==> src/rtl/cpu_types_pkg.sv <==
// Shared CPU types: word/register-index typedefs and the hazard sequencer state.
package cpu_types_pkg;
    localparam int WORD_BITS   = 32;
    localparam int REGIDX_BITS = 5;

    typedef logic [WORD_BITS-1:0]   word_t;
    typedef logic [REGIDX_BITS-1:0] regbits_t;

    typedef enum logic [1:0] {
        RUN      = 2'd0,
        REDIRECT = 2'd1,
        DRAIN    = 2'd2,
        HALTED   = 2'd3
    } hazard_state_t;

    // One bit per pipeline latch, IF/ID first.
    typedef struct packed {
        logic ifid;
        logic idex;
        logic exmem;
        logic memwb;
    } latch_ctl_t;
endpackage

==> src/rtl/hazard_ctrl_if.sv <==
// Bundle between the hazard sequencer and the datapath latches / PC.
interface hazard_ctrl_if #(
    parameter int ADDR_W = 32,
    parameter int REG_W  = 5,
    parameter int CNT_W  = 16
);
    logic              ihit, dhit, dmemREN_MEM, dmemWEN_MEM, memread_EX;
    logic [REG_W-1:0]  rd_EX, rs_ID, rt_ID;
    logic              branch_taken_EX, jump_ID, halt_MEM;
    logic [ADDR_W-1:0] branch_target_EX;
    logic              pc_en, pc_redirect;
    logic [ADDR_W-1:0] redirect_addr;
    logic              ifid_en, ifid_flush, idex_en, idex_flush;
    logic              exmem_en, exmem_flush, memwb_en, memwb_flush;
    logic              halt;
    logic [CNT_W-1:0]  stall_count;

    modport hc (
        input  ihit, dhit, dmemREN_MEM, dmemWEN_MEM, memread_EX, rd_EX, rs_ID, rt_ID,
               branch_taken_EX, branch_target_EX, jump_ID, halt_MEM,
        output pc_en, pc_redirect, redirect_addr, ifid_en, ifid_flush, idex_en, idex_flush,
               exmem_en, exmem_flush, memwb_en, memwb_flush, halt, stall_count
    );

    modport tb (
        output ihit, dhit, dmemREN_MEM, dmemWEN_MEM, memread_EX, rd_EX, rs_ID, rt_ID,
               branch_taken_EX, branch_target_EX, jump_ID, halt_MEM,
        input  pc_en, pc_redirect, redirect_addr, ifid_en, ifid_flush, idex_en, idex_flush,
               exmem_en, exmem_flush, memwb_en, memwb_flush, halt, stall_count
    );
endinterface

==> src/rtl/load_use_detect.sv <==
// Flags a decode instruction that reads the destination of a load still in EX.
module load_use_detect #(
    parameter int REG_W = 5
) (
    input  logic             i_memread,
    input  logic [REG_W-1:0] i_rd,
    input  logic [REG_W-1:0] i_rs,
    input  logic [REG_W-1:0] i_rt,
    output logic             o_loaduse
);
    // r0 is hardwired zero, so a load targeting it never creates a dependency.
    assign o_loaduse = i_memread && (i_rd != '0) && ((i_rd == i_rs) || (i_rd == i_rt));
endmodule

==> src/rtl/pipeline_hazard_ctrl.sv <==
// Stall/flush sequencer: Mealy latch and PC controls from a small state machine.
module pipeline_hazard_ctrl
    import cpu_types_pkg::*;
#(
    parameter int ADDR_W = 32,
    parameter int REG_W  = 5,
    parameter int CNT_W  = 16
) (
    input  logic      CLK,
    input  logic      RST,
    hazard_ctrl_if.hc bus
);
    hazard_state_t     r_state, w_next;
    logic [ADDR_W-1:0] r_target;
    logic [CNT_W-1:0]  r_stall_cnt;
    logic              r_halt;
    logic              w_dwait, w_loaduse, w_pc_en, w_latch_target;
    latch_ctl_t        w_en, w_fl;

    load_use_detect #(.REG_W(REG_W)) u_lud (
        .i_memread (bus.memread_EX),
        .i_rd      (bus.rd_EX),
        .i_rs      (bus.rs_ID),
        .i_rt      (bus.rt_ID),
        .o_loaduse (w_loaduse)
    );

    assign w_dwait = (bus.dmemREN_MEM | bus.dmemWEN_MEM) & ~bus.dhit;

    always_comb begin
        w_next         = r_state;
        w_en           = 4'b1111;
        w_fl           = 4'b0000;
        w_pc_en        = 1'b1;
        w_latch_target = 1'b0;
        if (r_state == HALTED || r_state == DRAIN) begin
            w_en    = 4'b0000;
            w_pc_en = 1'b0;
            if (r_state == DRAIN && !w_dwait) w_next = HALTED;
        end else if (w_dwait) begin
            w_en    = 4'b0000;
            w_pc_en = 1'b0;
        end else if (bus.halt_MEM) begin
            w_en    = 4'b0001;
            w_fl    = 4'b1110;
            w_pc_en = 1'b0;
            w_next  = DRAIN;
        end else if (r_state == REDIRECT) begin
            w_en    = 4'b0111;
            w_fl    = 4'b1000;
            w_pc_en = bus.ihit;
            if (bus.ihit) w_next = RUN;
        end else if (bus.branch_taken_EX) begin
            w_en    = 4'b0011;
            w_fl    = 4'b1100;
            w_pc_en = bus.ihit;
            if (!bus.ihit) begin
                w_next         = REDIRECT;
                w_latch_target = 1'b1;
            end
        end else if (w_loaduse) begin
            w_en    = 4'b0011;
            w_fl    = 4'b0100;
            w_pc_en = 1'b0;
        end else if (bus.jump_ID) begin
            w_en    = 4'b0111;
            w_fl    = 4'b1000;
            w_pc_en = bus.ihit;
        end else if (!bus.ihit) begin
            w_en    = 4'b0111;
            w_fl    = 4'b1000;
            w_pc_en = 1'b0;
        end
    end

    always_ff @(posedge CLK) begin
        if (RST) begin
            r_state     <= RUN;
            r_target    <= '0;
            r_stall_cnt <= '0;
            r_halt      <= 1'b0;
        end else begin
            r_state <= w_next;
            if (w_latch_target) r_target <= bus.branch_target_EX;
            if (w_next == DRAIN) r_halt <= 1'b1;
            if ((r_state == RUN || r_state == REDIRECT) && !w_pc_en && r_stall_cnt != '1)
                r_stall_cnt <= r_stall_cnt + CNT_W'(1);
        end
    end

    // Redirect stays asserted throughout REDIRECT, even while a dwait holds the PC.
    assign bus.pc_redirect   = (r_state == REDIRECT) ||
                               (r_state == RUN && bus.branch_taken_EX && !w_dwait && !bus.halt_MEM);
    assign bus.redirect_addr = (r_state == REDIRECT) ? r_target : bus.branch_target_EX;
    assign bus.pc_en         = w_pc_en;
    assign bus.ifid_en       = w_en.ifid;
    assign bus.idex_en       = w_en.idex;
    assign bus.exmem_en      = w_en.exmem;
    assign bus.memwb_en      = w_en.memwb;
    assign bus.ifid_flush    = w_fl.ifid;
    assign bus.idex_flush    = w_fl.idex;
    assign bus.exmem_flush   = w_fl.exmem;
    assign bus.memwb_flush   = w_fl.memwb;
    assign bus.halt          = r_halt;
    assign bus.stall_count   = r_stall_cnt;
endmodule

==> src/flat_wrapper.sv <==
// flat-port wrapper written by rule: the top's interface ports become plain ports
module pipeline_hazard_ctrl_flat import cpu_types_pkg::*;
#(
    parameter int ADDR_W = 32,
    parameter int REG_W  = 5,
    parameter int CNT_W  = 16
)
  (CLK, RST, bus_ihit, bus_dhit, bus_dmemREN_MEM, bus_dmemWEN_MEM, bus_memread_EX, bus_rd_EX, bus_rs_ID, bus_rt_ID, bus_branch_taken_EX, bus_branch_target_EX, bus_jump_ID, bus_halt_MEM, bus_pc_en, bus_pc_redirect, bus_redirect_addr, bus_ifid_en, bus_ifid_flush, bus_idex_en, bus_idex_flush, bus_exmem_en, bus_exmem_flush, bus_memwb_en, bus_memwb_flush, bus_halt, bus_stall_count);
  hazard_ctrl_if #(.ADDR_W(ADDR_W), .REG_W(REG_W), .CNT_W(CNT_W)) bus_i ();
  input  logic CLK;
  input  logic RST;
  input wire logic [$bits(bus_i.ihit)-1:0] bus_ihit;
  input wire logic [$bits(bus_i.dhit)-1:0] bus_dhit;
  input wire logic [$bits(bus_i.dmemREN_MEM)-1:0] bus_dmemREN_MEM;
  input wire logic [$bits(bus_i.dmemWEN_MEM)-1:0] bus_dmemWEN_MEM;
  input wire logic [$bits(bus_i.memread_EX)-1:0] bus_memread_EX;
  input wire logic [$bits(bus_i.rd_EX)-1:0] bus_rd_EX;
  input wire logic [$bits(bus_i.rs_ID)-1:0] bus_rs_ID;
  input wire logic [$bits(bus_i.rt_ID)-1:0] bus_rt_ID;
  input wire logic [$bits(bus_i.branch_taken_EX)-1:0] bus_branch_taken_EX;
  input wire logic [$bits(bus_i.branch_target_EX)-1:0] bus_branch_target_EX;
  input wire logic [$bits(bus_i.jump_ID)-1:0] bus_jump_ID;
  input wire logic [$bits(bus_i.halt_MEM)-1:0] bus_halt_MEM;
  output wire logic [$bits(bus_i.pc_en)-1:0] bus_pc_en;
  output wire logic [$bits(bus_i.pc_redirect)-1:0] bus_pc_redirect;
  output wire logic [$bits(bus_i.redirect_addr)-1:0] bus_redirect_addr;
  output wire logic [$bits(bus_i.ifid_en)-1:0] bus_ifid_en;
  output wire logic [$bits(bus_i.ifid_flush)-1:0] bus_ifid_flush;
  output wire logic [$bits(bus_i.idex_en)-1:0] bus_idex_en;
  output wire logic [$bits(bus_i.idex_flush)-1:0] bus_idex_flush;
  output wire logic [$bits(bus_i.exmem_en)-1:0] bus_exmem_en;
  output wire logic [$bits(bus_i.exmem_flush)-1:0] bus_exmem_flush;
  output wire logic [$bits(bus_i.memwb_en)-1:0] bus_memwb_en;
  output wire logic [$bits(bus_i.memwb_flush)-1:0] bus_memwb_flush;
  output wire logic [$bits(bus_i.halt)-1:0] bus_halt;
  output wire logic [$bits(bus_i.stall_count)-1:0] bus_stall_count;
  assign bus_i.ihit = bus_ihit;
  assign bus_i.dhit = bus_dhit;
  assign bus_i.dmemREN_MEM = bus_dmemREN_MEM;
  assign bus_i.dmemWEN_MEM = bus_dmemWEN_MEM;
  assign bus_i.memread_EX = bus_memread_EX;
  assign bus_i.rd_EX = bus_rd_EX;
  assign bus_i.rs_ID = bus_rs_ID;
  assign bus_i.rt_ID = bus_rt_ID;
  assign bus_i.branch_taken_EX = bus_branch_taken_EX;
  assign bus_i.branch_target_EX = bus_branch_target_EX;
  assign bus_i.jump_ID = bus_jump_ID;
  assign bus_i.halt_MEM = bus_halt_MEM;
  assign bus_pc_en = bus_i.pc_en;
  assign bus_pc_redirect = bus_i.pc_redirect;
  assign bus_redirect_addr = bus_i.redirect_addr;
  assign bus_ifid_en = bus_i.ifid_en;
  assign bus_ifid_flush = bus_i.ifid_flush;
  assign bus_idex_en = bus_i.idex_en;
  assign bus_idex_flush = bus_i.idex_flush;
  assign bus_exmem_en = bus_i.exmem_en;
  assign bus_exmem_flush = bus_i.exmem_flush;
  assign bus_memwb_en = bus_i.memwb_en;
  assign bus_memwb_flush = bus_i.memwb_flush;
  assign bus_halt = bus_i.halt;
  assign bus_stall_count = bus_i.stall_count;
  pipeline_hazard_ctrl #(.ADDR_W(ADDR_W), .REG_W(REG_W), .CNT_W(CNT_W)) u_core (.CLK(CLK), .RST(RST), .bus(bus_i));
endmodule
==> config.mk <==
export PLATFORM = sky130hd
export DESIGN_NAME = pipeline_hazard_ctrl_flat
export DESIGN_NICKNAME = d
export VERILOG_FILES = /design/src/rtl/cpu_types_pkg.sv /design/src/rtl/hazard_ctrl_if.sv /design/src/rtl/load_use_detect.sv /design/src/rtl/pipeline_hazard_ctrl.sv /design/src/flat_wrapper.sv
export SDC_FILE = /design/constraint.sdc
export NUM_CORES = 1
export LEC_CHECK = 0
export BUFFER_PORTS_ARGS = -buffer_cell sky130_fd_sc_hd__buf_2
export CAP_MARGIN = 20
export CORE_ASPECT_RATIO = 0.8
export CORE_MARGIN = 2
export CORE_UTILIZATION = 30
export DETAILED_ROUTE_END_ITERATION = 12
export HOLD_SLACK_MARGIN = 0.15
export PLACE_DENSITY = 0.59
export SYNTH_ARGS = -nofsm -noshare
export SYNTH_HDL_FRONTEND = slang
export SYNTH_SLANG_ARGS = --single-unit
==> constraint.sdc <==
create_clock -name CLK -period 2.85 [get_ports CLK]
set_input_delay 0 -clock CLK [delete_from_list [all_inputs] [get_ports CLK]]
set_output_delay 0 -clock CLK [all_outputs]
set_load 0.02 [all_outputs]
; Word-level counts from Yosys, hierarchy flattened
; Cells that the tools add are included.
[classes]
n_eq_ne = 7
bitwise = 3
muxes = 39
n_reduce_logical = 17
n_addsub = 1
[ops]
columns = operator, count
row1 = 4-bit two-way mux, 16
row2 = 32-bit two-way mux, 1
row3 = 16-bit by 1-bit adder with 16-bit output (second input constant), 1
row4 = 2-bit two-way mux, 8
row5 = 16-bit != test (second input constant), 1
row6 = 1-bit two-way mux, 14
row7 = 5-bit == test, 2
row8 = 1-bit logical AND, 8
row9 = 2-bit == test (second input constant), 3
row10 = 5-bit nonzero test, 1
row11 = 1-bit logical OR, 4
row12 = 1-bit zero test, 3
row13 = 2-bit by 1-bit == test with 1-bit output (second input constant), 1
row14 = 2-bit zero test, 1
row15 = 1-bit bitwise AND, 1
row16 = 1-bit NOT, 1
row17 = 1-bit bitwise OR, 1
[word_totals]
regBits = 51

; Depth between registers and ports, before layout
; Gate-level depths: netlist of the first run.
[logic_depth]
word_depth = 12
depth_mapped = 10
mapped_depth_nobuf = 6

; By module
; A second synthesis of the first run with hierarchy kept.
[hier_totals]
cells_unflattened = 404
hier_area_um2 = 2715.1
[by_module_without_submodules]
columns = module, cells_per_inst, instances, area_per_inst_um2, seq_area_each_um2
row1 = pipeline_hazard_ctrl, 387, 1, 2590.0, 1021.0
row2 = load_use_detect, 17, 1, 125.1, 0.0

; Least setup slack after synthesis of the first run
; OpenSTA, ideal clock, no wires.
[synth_path]
path_type = flip-flop to flip-flop
startpoint = register u_core.r_state[1]
endpoint = register u_core.r_stall_cnt[13], in the netlist u_core.bus.stall_count[13]
required_ns = 2.729
n_path_buf = 3
arrival_time_ns = 2.029
path_slack_ns = 0.700
setup_time_ns = 0.121
path_stages_with_launch = 10
cell_sequence = dfxtp_1 -> buf_4 -> or2b_1 -> buf_6 -> nand2b_4 -> or3_4 -> o22a_4 -> buf_6 -> nor4_1 -> mux2_2
[synth_between]
elab_chain_cells = 8
elab_cells_between_ends = 13
[synth_lines]
columns = element, line_no
row1 = "start, declared", pipeline_hazard_ctrl.sv:13  ; hazard_state_t r_state, w_next;
row2 = "start signal, assigned", pipeline_hazard_ctrl.sv:83  ; r_state <= w_next;
row3 = 2-bit by 1-bit == test with 1-bit output, "pipeline_hazard_ctrl.sv:48, pipeline_hazard_ctrl.sv:86"
row4 = 1-bit two-way mux, pipeline_hazard_ctrl.sv:48  ; end else if (r_state == REDIRECT) begin
row5 = 1-bit two-way mux, pipeline_hazard_ctrl.sv:43  ; end else if (bus.halt_MEM) begin
row6 = 1-bit two-way mux, pipeline_hazard_ctrl.sv:40  ; end else if (w_dwait) begin
row7 = 1-bit two-way mux, pipeline_hazard_ctrl.sv:36  ; if (r_state == HALTED || r_state == DRAIN) begin
row8 = 1-bit zero test, pipeline_hazard_ctrl.sv:86  ; if ((r_state == RUN || r_state == REDIRECT) && !w_pc_en && r_stall_cnt != '1)
row9 = 1-bit logical AND * (2 in a row), pipeline_hazard_ctrl.sv:86
row10 = "end signal, assigned", pipeline_hazard_ctrl.sv:87  ; r_stall_cnt <= r_stall_cnt + CNT_W'(1);
row11 = "end, declared", pipeline_hazard_ctrl.sv:15  ; logic [CNT_W-1:0] r_stall_cnt;
; Every way passes the cells marked *; elsewhere a longest branch is shown, timed or not.
; A chain may end at the register's enable or synchronous reset.

; Worst setup path in the final report of the first run
[layout_path]
startpoint = register u_core.r_state[1]
endpoint = register u_core.r_stall_cnt[9], in the netlist u_core.bus.stall_count[9]
; The elaborated chain is that of the path after synthesis.

==> flow_metrics.py, run 1 <==
metrics = {
    "logic_synthesis": {
        "syn_area_sq_um": 2740,
        "ys_async_sr_fraction_pct": 0,
        "synth-seq-cells": 51,
        "syn_area_per_cell_sq_um": 8.27,
        "synthCells": 331,
        "seq_area_frac_synth_pct": 37.3,
        "synth_top_flop_cell": "dfxtp_1",
        "synthDistinctLibCells": 39,
        "yosysTopAreaCell": "dfxtp_1",
        "synth_fp_nets": 389,
        "synth_edf_count": 0,
        "synth.area.top_cells": "dfxtp_1 (37%), mux2_2 (15%), nand2_1 (9.6%)",
        "synth-warning-count": 0,
        "synth_top_area_share_pct": 37.3,
    },
    "final_layout": {
        "area_delta_synth_final_pct": 43.2,
        "antenna_cells": 0,
        "final_nets": 526,
        "finalNonFillerCells": 584,
        "layout-drive-gt1-share_pct": 36.7,
        "utilization_pct": 43.8,
        "fill_cells": 884,
    },
    "clock_network": {
        "cts_made_buffers": 5,
        "post_cts_buffers": 0,
        "clock_sinks": 51,
        "htree_levels": 2,
        "cts-root-buf": "clkbuf_16",
        "cts.path.max_buffers": 2,
        "clk_pin_slew_ns": 0.07,
        "tritoncts": "built",
        "clkLatencyLatePin_ns": 0.28,
    },
    "min_path": {
        "min_to": "u_core.r_target[30]",
        "min_path_cells": 4,
        "hold_start": "bus_ihit",
        "hold_class": "input port to flop",
    },
    "setup_path": {
        "timing.rr.start": "u_core.r_state[1]",
        "crit_path_max_fanout": 26,
        "ff2ff_path_depth": 6,
        "r2r_end": "u_core.bus.stall_count[9]",
        "crit_type": "flop to flop",
        "setup.worst_path.end_class": "flop",
        "start_kind": "flop",
        "critPathArrivalTime_ns": 2.43,
        "worstPathRequired_ns": 3.02,
        "rrSetupSlack_ns": 0.59,
    },
    "floorplan": {
        "chipHeight_um": 89.5,
        "die_w_um": 111,
        "ios": 116,
        "row_count": 31,
        "core_area_sq_um": 8960,
        "fp.dieArea_sq_um": 9910,
        "start_util_pct": 30.6,
    },
    "grt": {
        "overflow": 0,
        "grt_antenna_before_repair": 0,
        "gr-usage-all-layers_pct": 14.1,
        "grt_start_max_net_pins": 45,
        "grt_pass1_wl_mm": 11.8,
        "grt_pass1_vias": 2621,
    },
    "sta": {
        "drv_slew": 0,
        "fin_skew_ns": 0.00589,
        "clock.fmax_mhz": 443,
        "finalHoldViolCount": 0,
        "post-route-period-util_pct": 79.3,
        "slew_headroom_pct": 46.2,
        "grt_setup_unrepaired": "no",
        "report.final.setup_viol": 0,
        "tns_ns": 0,
        "finalCriticalPeriod_ns": 2.26,
        "worstMarginPinSlew_ns": 0.808,
        "timing.hold.ws_ns": 0.180,
    },
    "detailed_routing": {
        "drc_errors": 0,
        "vias_per_cell": 4.74,
        "drt_iter0_drc": 114,
        "first_pass_iters": 6,
        "via_count": 2771,
        "routed_wirelength_mm": 7.09,
        "antenna_left": 0,
        "wl_per_cell_um": 12.1,
    },
    "placed_design": {
        "gp_congestion": 0.783,
        "placed_cells": 543,
        "io_buffers": 114,
        "hpwlAfterDp_mm": 4.79,
    },
    "run": {
        "cap_violations": 0,
    },
    "power": {
        "leakage_nw": 1.65,
        "ir_drop_uv": 250,
        "power_density_nw_per_um2": 480,
    },
    "status": {
        "outcome": "completed",
    },
}
[metrics by stage]
stage               setup slack [ns]  total power (W)  cell area [sq um]
detailed placement             0.637          0.00111               3400
global placement               0.669          0.00110               3400
finish                         0.591          0.00188               3920
global route                   0.519          0.00197               3920
floorplan                      0.700         0.000987               2740
CTS                            0.598          0.00191               3920
[report_power, final]
part           internal [W]  switching (W)  total (W)  leakage (nW)
combinational      0.000172       0.000204   0.000376          1.14
clock              0.000504       0.000255   0.000759        0.0911
sequential         0.000731      0.0000151   0.000746         0.413
total               0.00141       0.000474    0.00188          1.65
[worst max-delay path: stages, from the launching register on]
cell      delay [ns]
dfxtp_1         0.50
or2b_1          0.21
nand2b_4        0.07
or3_4           0.33
o22a_4          0.32
nor4_1          0.34
mux2_2          0.37
[Yosys cell counts (2+ instances only)]
| cell | n |
|---|---|
| buf_2 | 2 |
| or4_1 | 9 |
| nand4_1 | 3 |
| o31ai_1 | 9 |
| nand2_1 | 70 |
| inv_1 | 3 |
| buf_4 | 2 |
| and3_1 | 5 |
| and2_1 | 2 |
| a21oi_1 | 45 |
| o21a_1 | 3 |
| nor2b_1 | 7 |
| o31a_1 | 2 |
| or3_1 | 2 |
| buf_6 | 2 |
| clkbuf_1 | 16 |
| nor2_1 | 13 |
| xor2_1 | 10 |
| nor4_1 | 4 |
| nand3_1 | 7 |
| mux2_2 | 37 |
| o21ai_0 | 6 |
| dfxtp_1 | 51 |
| nor3_1 | 6 |
[cell families (layout without fill, tap and decap cells)]
logic type	count (synthesis)	in the layout	synth area share, %
AND/OR/NAND/NOR	137	137	24.7
AO/OA/AOI/OAI	68	68	14.5
flip-flops	51	51	37.3
multiplexers	37	37	15.2
buffers and inverters	26	164	4.48
XOR/XNOR	10	10	3.20
adder cells (fa/ha/maj)	1	1	0.457
other	1	1	0.137
[registers in the layout, indices dropped and copies added, names as in the netlist]
signal                  cells
u_core.bus.halt             1
u_core.r_state              2
u_core.bus.stall_count     16
u_core.r_target            32
[how the worst max path moves through the flow]
stage / start / to / slack, ns
after floorplan: u_core.r_state[1] / u_core.bus.stall_count[13] / 0.70
after global placement: u_core.r_state[1] / u_core.bus.stall_count[9] / 0.67
after detailed placement: u_core.r_state[1] / u_core.bus.stall_count[9] / 0.64
after CTS: u_core.r_state[1] / u_core.bus.stall_count[9] / 0.60
after global routing: u_core.r_state[1] / u_core.bus.stall_count[9] / 0.52
final: u_core.r_state[1] / u_core.bus.stall_count[9] / 0.59
[layout by cell type, fill, tap and decap left out, types with 6 or more instances in the layout]
cell type / instances
buf_2: 114
nand2_1: 70
dfxtp_1: 51
a21oi_1: 45
mux2_2: 37
dlygate4sd3_1: 33
nor2_1: 12
xor2_1: 10
or4_1: 9
o31ai_1: 9
nor2b_1: 7
nand3_1: 7
o21ai_0: 6
nor3_1: 6
[cell type report]
type                       count  area (sq um)  area share (%)
clock buffer                   6           129            3.29
timing repair buffer         153           958            24.4
inverter                       3          11.3           0.287
tap                          115           144            3.67
sequential                    51          1020            26.0
multi-input combinational    254          1600            40.7
clock inverter                 2          60.1            1.53
[per-layer routing]
metal  global-route usage, %  vias up  wire [um]
met1                    18.3     1256       3490
met5                       0        -          0
li1                        -     1428          -
met3                    1.63        6        309
met4                    5.68        0         93
met2                    24.4       81       3200
[timing repair]
action,in CTS,in global routing
endpoints found under the hold margin,34,0
gates resized for setup,0,0
hold buffers,33,0
endpoints found under the setup margin,0,0
Power figures use the tool's default switching activity.
==> run 2, diff against run 1 <==
==> constraint.sdc (replaced) <==
create_clock -name CLK -period 2.2 [get_ports CLK]
set_input_delay 0 -clock CLK [delete_from_list [all_inputs] [get_ports CLK]]
set_output_delay 0 -clock CLK [all_outputs]
set_load 0.02 [all_outputs]
==> flow_metrics.py, run 2 (synthesis gave the netlist of run 1 again) <==
metrics = {
    "sta": {
        "drv_slew": 0,
        "report.final.setup_viol": 0,
        "finalHoldViolCount": 0,
        "fin_skew_ns": 0.00556,
        "timing.hold.ws_ns": 0.208,
        "post-route-period-util_pct": 96.3,
        "worstMarginPinSlew_ns": 0.791,
        "clock.fmax_mhz": 472,
        "tns_ns": 0,
        "grt_setup_unrepaired": "no",
        "slew_headroom_pct": 47.2,
        "finalCriticalPeriod_ns": 2.12,
    },
    "detailed_routing": {
        "vias_per_cell": 4.74,
        "wl_per_cell_um": 12.0,
        "first_pass_iters": 4,
        "routed_wirelength_mm": 7.01,
        "drt_iter0_drc": 151,
        "antenna_left": 0,
        "via_count": 2772,
        "drc_errors": 0,
    },
    "status": {
        "outcome": "completed",
    },
    "grt": {
        "grt_pass1_vias": 2571,
        "grt_pass1_wl_mm": 11.6,
        "grt_antenna_before_repair": 0,
        "overflow": 0,
        "gr-usage-all-layers_pct": 13.8,
        "grt_start_max_net_pins": 44,
    },
    "setup_path": {
        "startpoint": "u_core.r_state[0]",
        "timing.rr.start": "u_core.r_state[0]",
        "critPathMaxStageDelay_ns": 0.39,
        "start_kind": "flop",
        "crit_path_max_fanout": 26,
        "rrSetupSlack_ns": 0.08,
        "worstPathRequired_ns": 2.37,
        "setup.worst_path.end_class": "flop",
        "path_delay_family": "simple AND/OR/NAND/NOR gates",
        "critPathBufInv": 0,
        "crit_type": "flop to flop",
        "path_cells": "or2b_1 > nand2b_4 > or3_4 > o22a_4 > nor4_1 > mux2_2",
        "critPathArrivalTime_ns": 2.29,
        "crit_path_top_delay_cell": "nor4_1",
    },
    "clock_network": {
        "clkLatencyLatePin_ns": 0.28,
        "cts_made_buffers": 5,
        "cts.path.max_buffers": 2,
        "clock_sinks": 51,
        "clk_pin_slew_ns": 0.07,
        "post_cts_buffers": 0,
        "htree_levels": 2,
        "cts-root-buf": "clkbuf_16",
        "tritoncts": "built",
    },
    "power": {
        "p_comb_share_pct": 22.2,
        "p_int_w": 0.00162,
        "p_clk_share_pct": 34.4,
        "leakage_nw": 1.64,
        "p_sw_share_pct": 27.2,
        "ir_drop_uv": 333,
        "p_sw_w": 0.000604,
        "seq_power_share_pct": 43.4,
        "power_density_nw_per_um2": 572,
    },
    "placed_design": {
        "placed_cells": 545,
        "placed_area_sq_um": 3400,
        "gp_congestion": 0.797,
        "hpwlAfterDp_mm": 4.79,
        "io_buffers": 114,
    },
    "final_layout": {
        "design_area_sq_um": 3880,
        "finalNonFillerCells": 585,
        "final_nets": 528,
        "layout.cells.most_common": "buf_2",
        "antenna_cells": 0,
        "multi_input_area_sq_um": 1600,
        "utilization_pct": 43.3,
        "top_register": "u_core.r_target",
        "area_delta_synth_final_pct": 41.7,
        "layout-drive-gt1-share_pct": 37.0,
        "seqCellArea_sq_um": 1020,
        "final_cell_mix": "buf_2 (114), nand2_1 (70), dfxtp_1 (51)",
        "fill_cells": 859,
        "largest_reg_flops": 32,
    },
    "floorplan": {
        "ios": 116,
        "row_count": 31,
        "start_util_pct": 30.6,
        "core_area_sq_um": 8960,
        "chipHeight_um": 89.5,
        "die_w_um": 111,
        "fp.dieArea_sq_um": 9910,
    },
    "min_path": {
        "hold_class": "input port to flop",
        "hold_start": "bus_dhit",
    },
    "run": {
        "cap_violations": 0,
    },
}
## run 2: routing by layer
layer  track usage (%)  wire length (um)
met2              24.4              3250
met1              17.6              3380
met4              3.64                44
met3              2.71               345
met5                 0                 0
## run 2: path summary, 6_finish.rpt
kind                                 to  cells past startpoint
min reg2reg         u_core.r_target[10]                      2
max reg2reg  u_core.bus.stall_count[11]                      6
max          u_core.bus.stall_count[11]                      6
min                   u_core.r_state[1]                      5
## run 2: power groups by stage
| stage | sequential, W | clock [W] | combinational [W] |
|---|---|---|---|
| finish | 0.000964 | 0.000764 | 0.000493 |
| floorplan | 0.000990 | 0 | 0.000288 |
| global placement | 0.000984 | 0 | 0.000447 |
| CTS | 0.000964 | 0.000801 | 0.000496 |
| detailed placement | 0.000986 | 0 | 0.000449 |
| global route | 0.000967 | 0.000827 | 0.000542 |
## run 2: worst reg2reg max path, cell delays in order (launching register included)
cell and delay (ns):
dfxtp_1 0.32, or2b_1 0.21, nand2b_4 0.07, or3_4 0.33, o22a_4 0.32, nor4_1 0.40
mux2_2 0.37
## run 2: layout make-up
cell class | count | area share [%]
multi-input combinational | 254 | 41.2
sequential | 51 | 26.3
timing repair buffer | 155 | 24.8
tap | 115 | 3.71
clock buffer | 6 | 3.58
inverter | 3 | 0.290
clock inverter | 1 | 0.129
## run 2: timing repair
action                                  in CTS  in global routing
hold endpoints to repair                    33                  0
hold buffers                                33                  0
resized for setup                            0                  1
endpoints found under the setup margin       0                  3
## run 2: through the flow
| step | setup slack (ns) | total power [W] |
|---|---|---|
| after floorplan | 0.0500 | 0.00128 |
| after global placement | 0.166 | 0.00143 |
| after detailed placement | 0.136 | 0.00143 |
| after CTS | 0.115 | 0.00226 |
| after global routing | 0.0380 | 0.00234 |
| final | 0.0809 | 0.00222 |
==> run 3, diff against run 2 <==
--- a/config.mk
+++ b/config.mk
@@ -5,7 +5,7 @@
 export SDC_FILE = /design/constraint.sdc
 export NUM_CORES = 1
 export LEC_CHECK = 0
-export BUFFER_PORTS_ARGS = -buffer_cell sky130_fd_sc_hd__buf_2
+export BUFFER_PORTS_ARGS = -buffer_cell sky130_fd_sc_hd__buf_4
 export CAP_MARGIN = 20
 export CORE_ASPECT_RATIO = 0.8
 export CORE_MARGIN = 2
==> flow_metrics.py, run 3 (synthesis gave the netlist of run 1 again) <==
metrics = {
    "status": {
        "outcome": "completed",
    },
    "clock_network": {
        "cts.path.max_buffers": 2,
        "cts_made_buffers": 5,
        "clk_pin_slew_ns": 0.07,
        "clock_sinks": 51,
        "tritoncts": "built",
        "htree_levels": 2,
        "clkLatencyLatePin_ns": 0.28,
        "cts-root-buf": "clkbuf_16",
        "post_cts_buffers": 0,
    },
    "final_layout": {
        "area_delta_synth_final_pct": 52.4,
        "layout-drive-gt1-share_pct": 37.2,
        "fill_cells": 862,
        "seqCellArea_sq_um": 1020,
        "final_cell_mix": "buf_4 (121), nand2_1 (70), dfxtp_1 (51)",
        "largest_reg_flops": 32,
        "multi_input_area_sq_um": 1600,
        "finalNonFillerCells": 585,
        "antenna_cells": 0,
        "final_nets": 527,
        "top_register": "u_core.r_target",
        "layout.cells.most_common": "buf_4",
    },
    "placed_design": {
        "gp_congestion": 0.733,
        "hpwlAfterDp_mm": 4.93,
        "io_buffers": 114,
        "placed_cells": 544,
    },
    "sta": {
        "report.final.setup_viol": 0,
        "post-route-period-util_pct": 93.9,
        "clock.fmax_mhz": 484,
        "drv_slew": 0,
        "worstMarginPinSlew_ns": 0.610,
        "fin_skew_ns": 0.00417,
        "finalHoldViolCount": 0,
        "slew_headroom_pct": 59.4,
        "tns_ns": 0,
        "grt_setup_unrepaired": "no",
        "finalCriticalPeriod_ns": 2.07,
    },
    "power": {
        "leakage_nw": 1.71,
        "p_comb_share_pct": 24.3,
        "p_clk_share_pct": 34.3,
        "power_density_nw_per_um2": 557,
        "ir_drop_uv": 332,
        "seq_power_share_pct": 41.5,
        "p_sw_share_pct": 27.2,
        "p_sw_w": 0.000632,
        "p_int_w": 0.00169,
    },
    "min_path": {
        "hold_class": "input port to flop",
        "min_path_cells": 4,
    },
    "detailed_routing": {
        "wl_per_cell_um": 12.4,
        "vias_per_cell": 4.72,
        "drc_errors": 0,
        "antenna_left": 0,
        "routed_wirelength_mm": 7.24,
        "first_pass_iters": 4,
        "via_count": 2759,
        "drt_iter0_drc": 117,
    },
    "grt": {
        "grt_antenna_before_repair": 0,
        "grt_pass1_wl_mm": 11.8,
        "overflow": 0,
        "gr-usage-all-layers_pct": 14.2,
        "grt_pass1_vias": 2639,
        "grt_start_max_net_pins": 58,
    },
    "setup_path": {
        "rrSetupSlack_ns": 0.13,
        "crit_path_max_fanout": 26,
        "start_kind": "flop",
        "worstPathRequired_ns": 2.38,
        "crit_type": "flop to flop",
        "critPathArrivalTime_ns": 2.24,
        "setup.worst_path.end_class": "flop",
        "ff2ff_path_depth": 6,
    },
    "floorplan": {
        "core_area_sq_um": 8960,
        "fp.dieArea_sq_um": 9910,
        "start_util_pct": 30.6,
        "row_count": 31,
        "ios": 116,
        "die_w_um": 111,
        "chipHeight_um": 89.5,
    },
    "run": {
        "cap_violations": 0,
    },
}
==> run 3: path summary, 6_finish.rpt <==
kind	startpoint	to
max reg2reg	u_core.r_state[0]	u_core.bus.stall_count[13]
max	u_core.r_state[0]	u_core.bus.stall_count[13]
min reg2reg	u_core.r_target[17]	u_core.r_target[17]
min	bus_ihit	u_core.r_state[0]
==> run 3: what timing repair did <==
action | CTS | global route
endpoints found under the setup margin | 0 | 1
endpoints found under the hold margin | 34 | 0
gates resized for setup | 0 | 1
hold buffers | 33 | 0
==> run 3: critical path: stages (launching register included) <==
cell and delay [ns]:
dfxtp_1 0.32, or2b_1 0.21, nand2b_4 0.07, or3_4 0.33, o22a_4 0.33, nor4_1 0.33
mux2_2 0.36
==> run 3: routing by layer <==
| layer | GRT usage [%] | part of all wire (%) |
|---|---|---|
| met5 | 0 | 0 |
| met4 | 4.77 | 0.55 |
| met3 | 1.90 | 4.2 |
| met2 | 25.7 | 49 |
| met1 | 17.7 | 47 |
==> run 3: power by group through the flow <==
stage	logic [W]	clock network, W	registers [W]
finish	0.000564	0.000796	0.000963
global route	0.000612	0.000862	0.000966
CTS	0.000569	0.000831	0.000964
detailed placement	0.000520	0	0.000985
global placement	0.000516	0	0.000985
floorplan	0.000288	0	0.000990
==> run 3: final cells by class <==
| cell class | instances | share of cell area, % |
|---|---|---|
| clock inverters | 2 | 0.390 |
| repair buffers | 154 | 29.7 |
| well taps | 115 | 3.45 |
| inverters | 3 | 0.270 |
| clock buffers | 6 | 3.33 |
| multi-input cells | 254 | 38.4 |
| flip-flops and latches | 51 | 24.5 |
==> run 3: through the flow <==
| step | util [%] | power (W) | cell area (sq um) | setup slack [ns] | hold WS, ns |
|---|---|---|---|---|---|
| 2_1_floorplan | - | 0.00128 | 2740 | 0.0500 | 0.0887 |
| 3_3_place_gp | 41.1 | 0.00150 | 3680 | 0.168 | 0.257 |
| 3_5_place_dp | 41.1 | 0.00151 | 3680 | 0.141 | 0.264 |
| 4_1_cts | 46.5 | 0.00236 | 4170 | 0.110 | 0.180 |
| 5_1_grt | 46.6 | 0.00244 | 4170 | 0.0188 | 0.236 |
| 6_report | 46.6 | 0.00232 | 4170 | 0.134 | 0.193 |
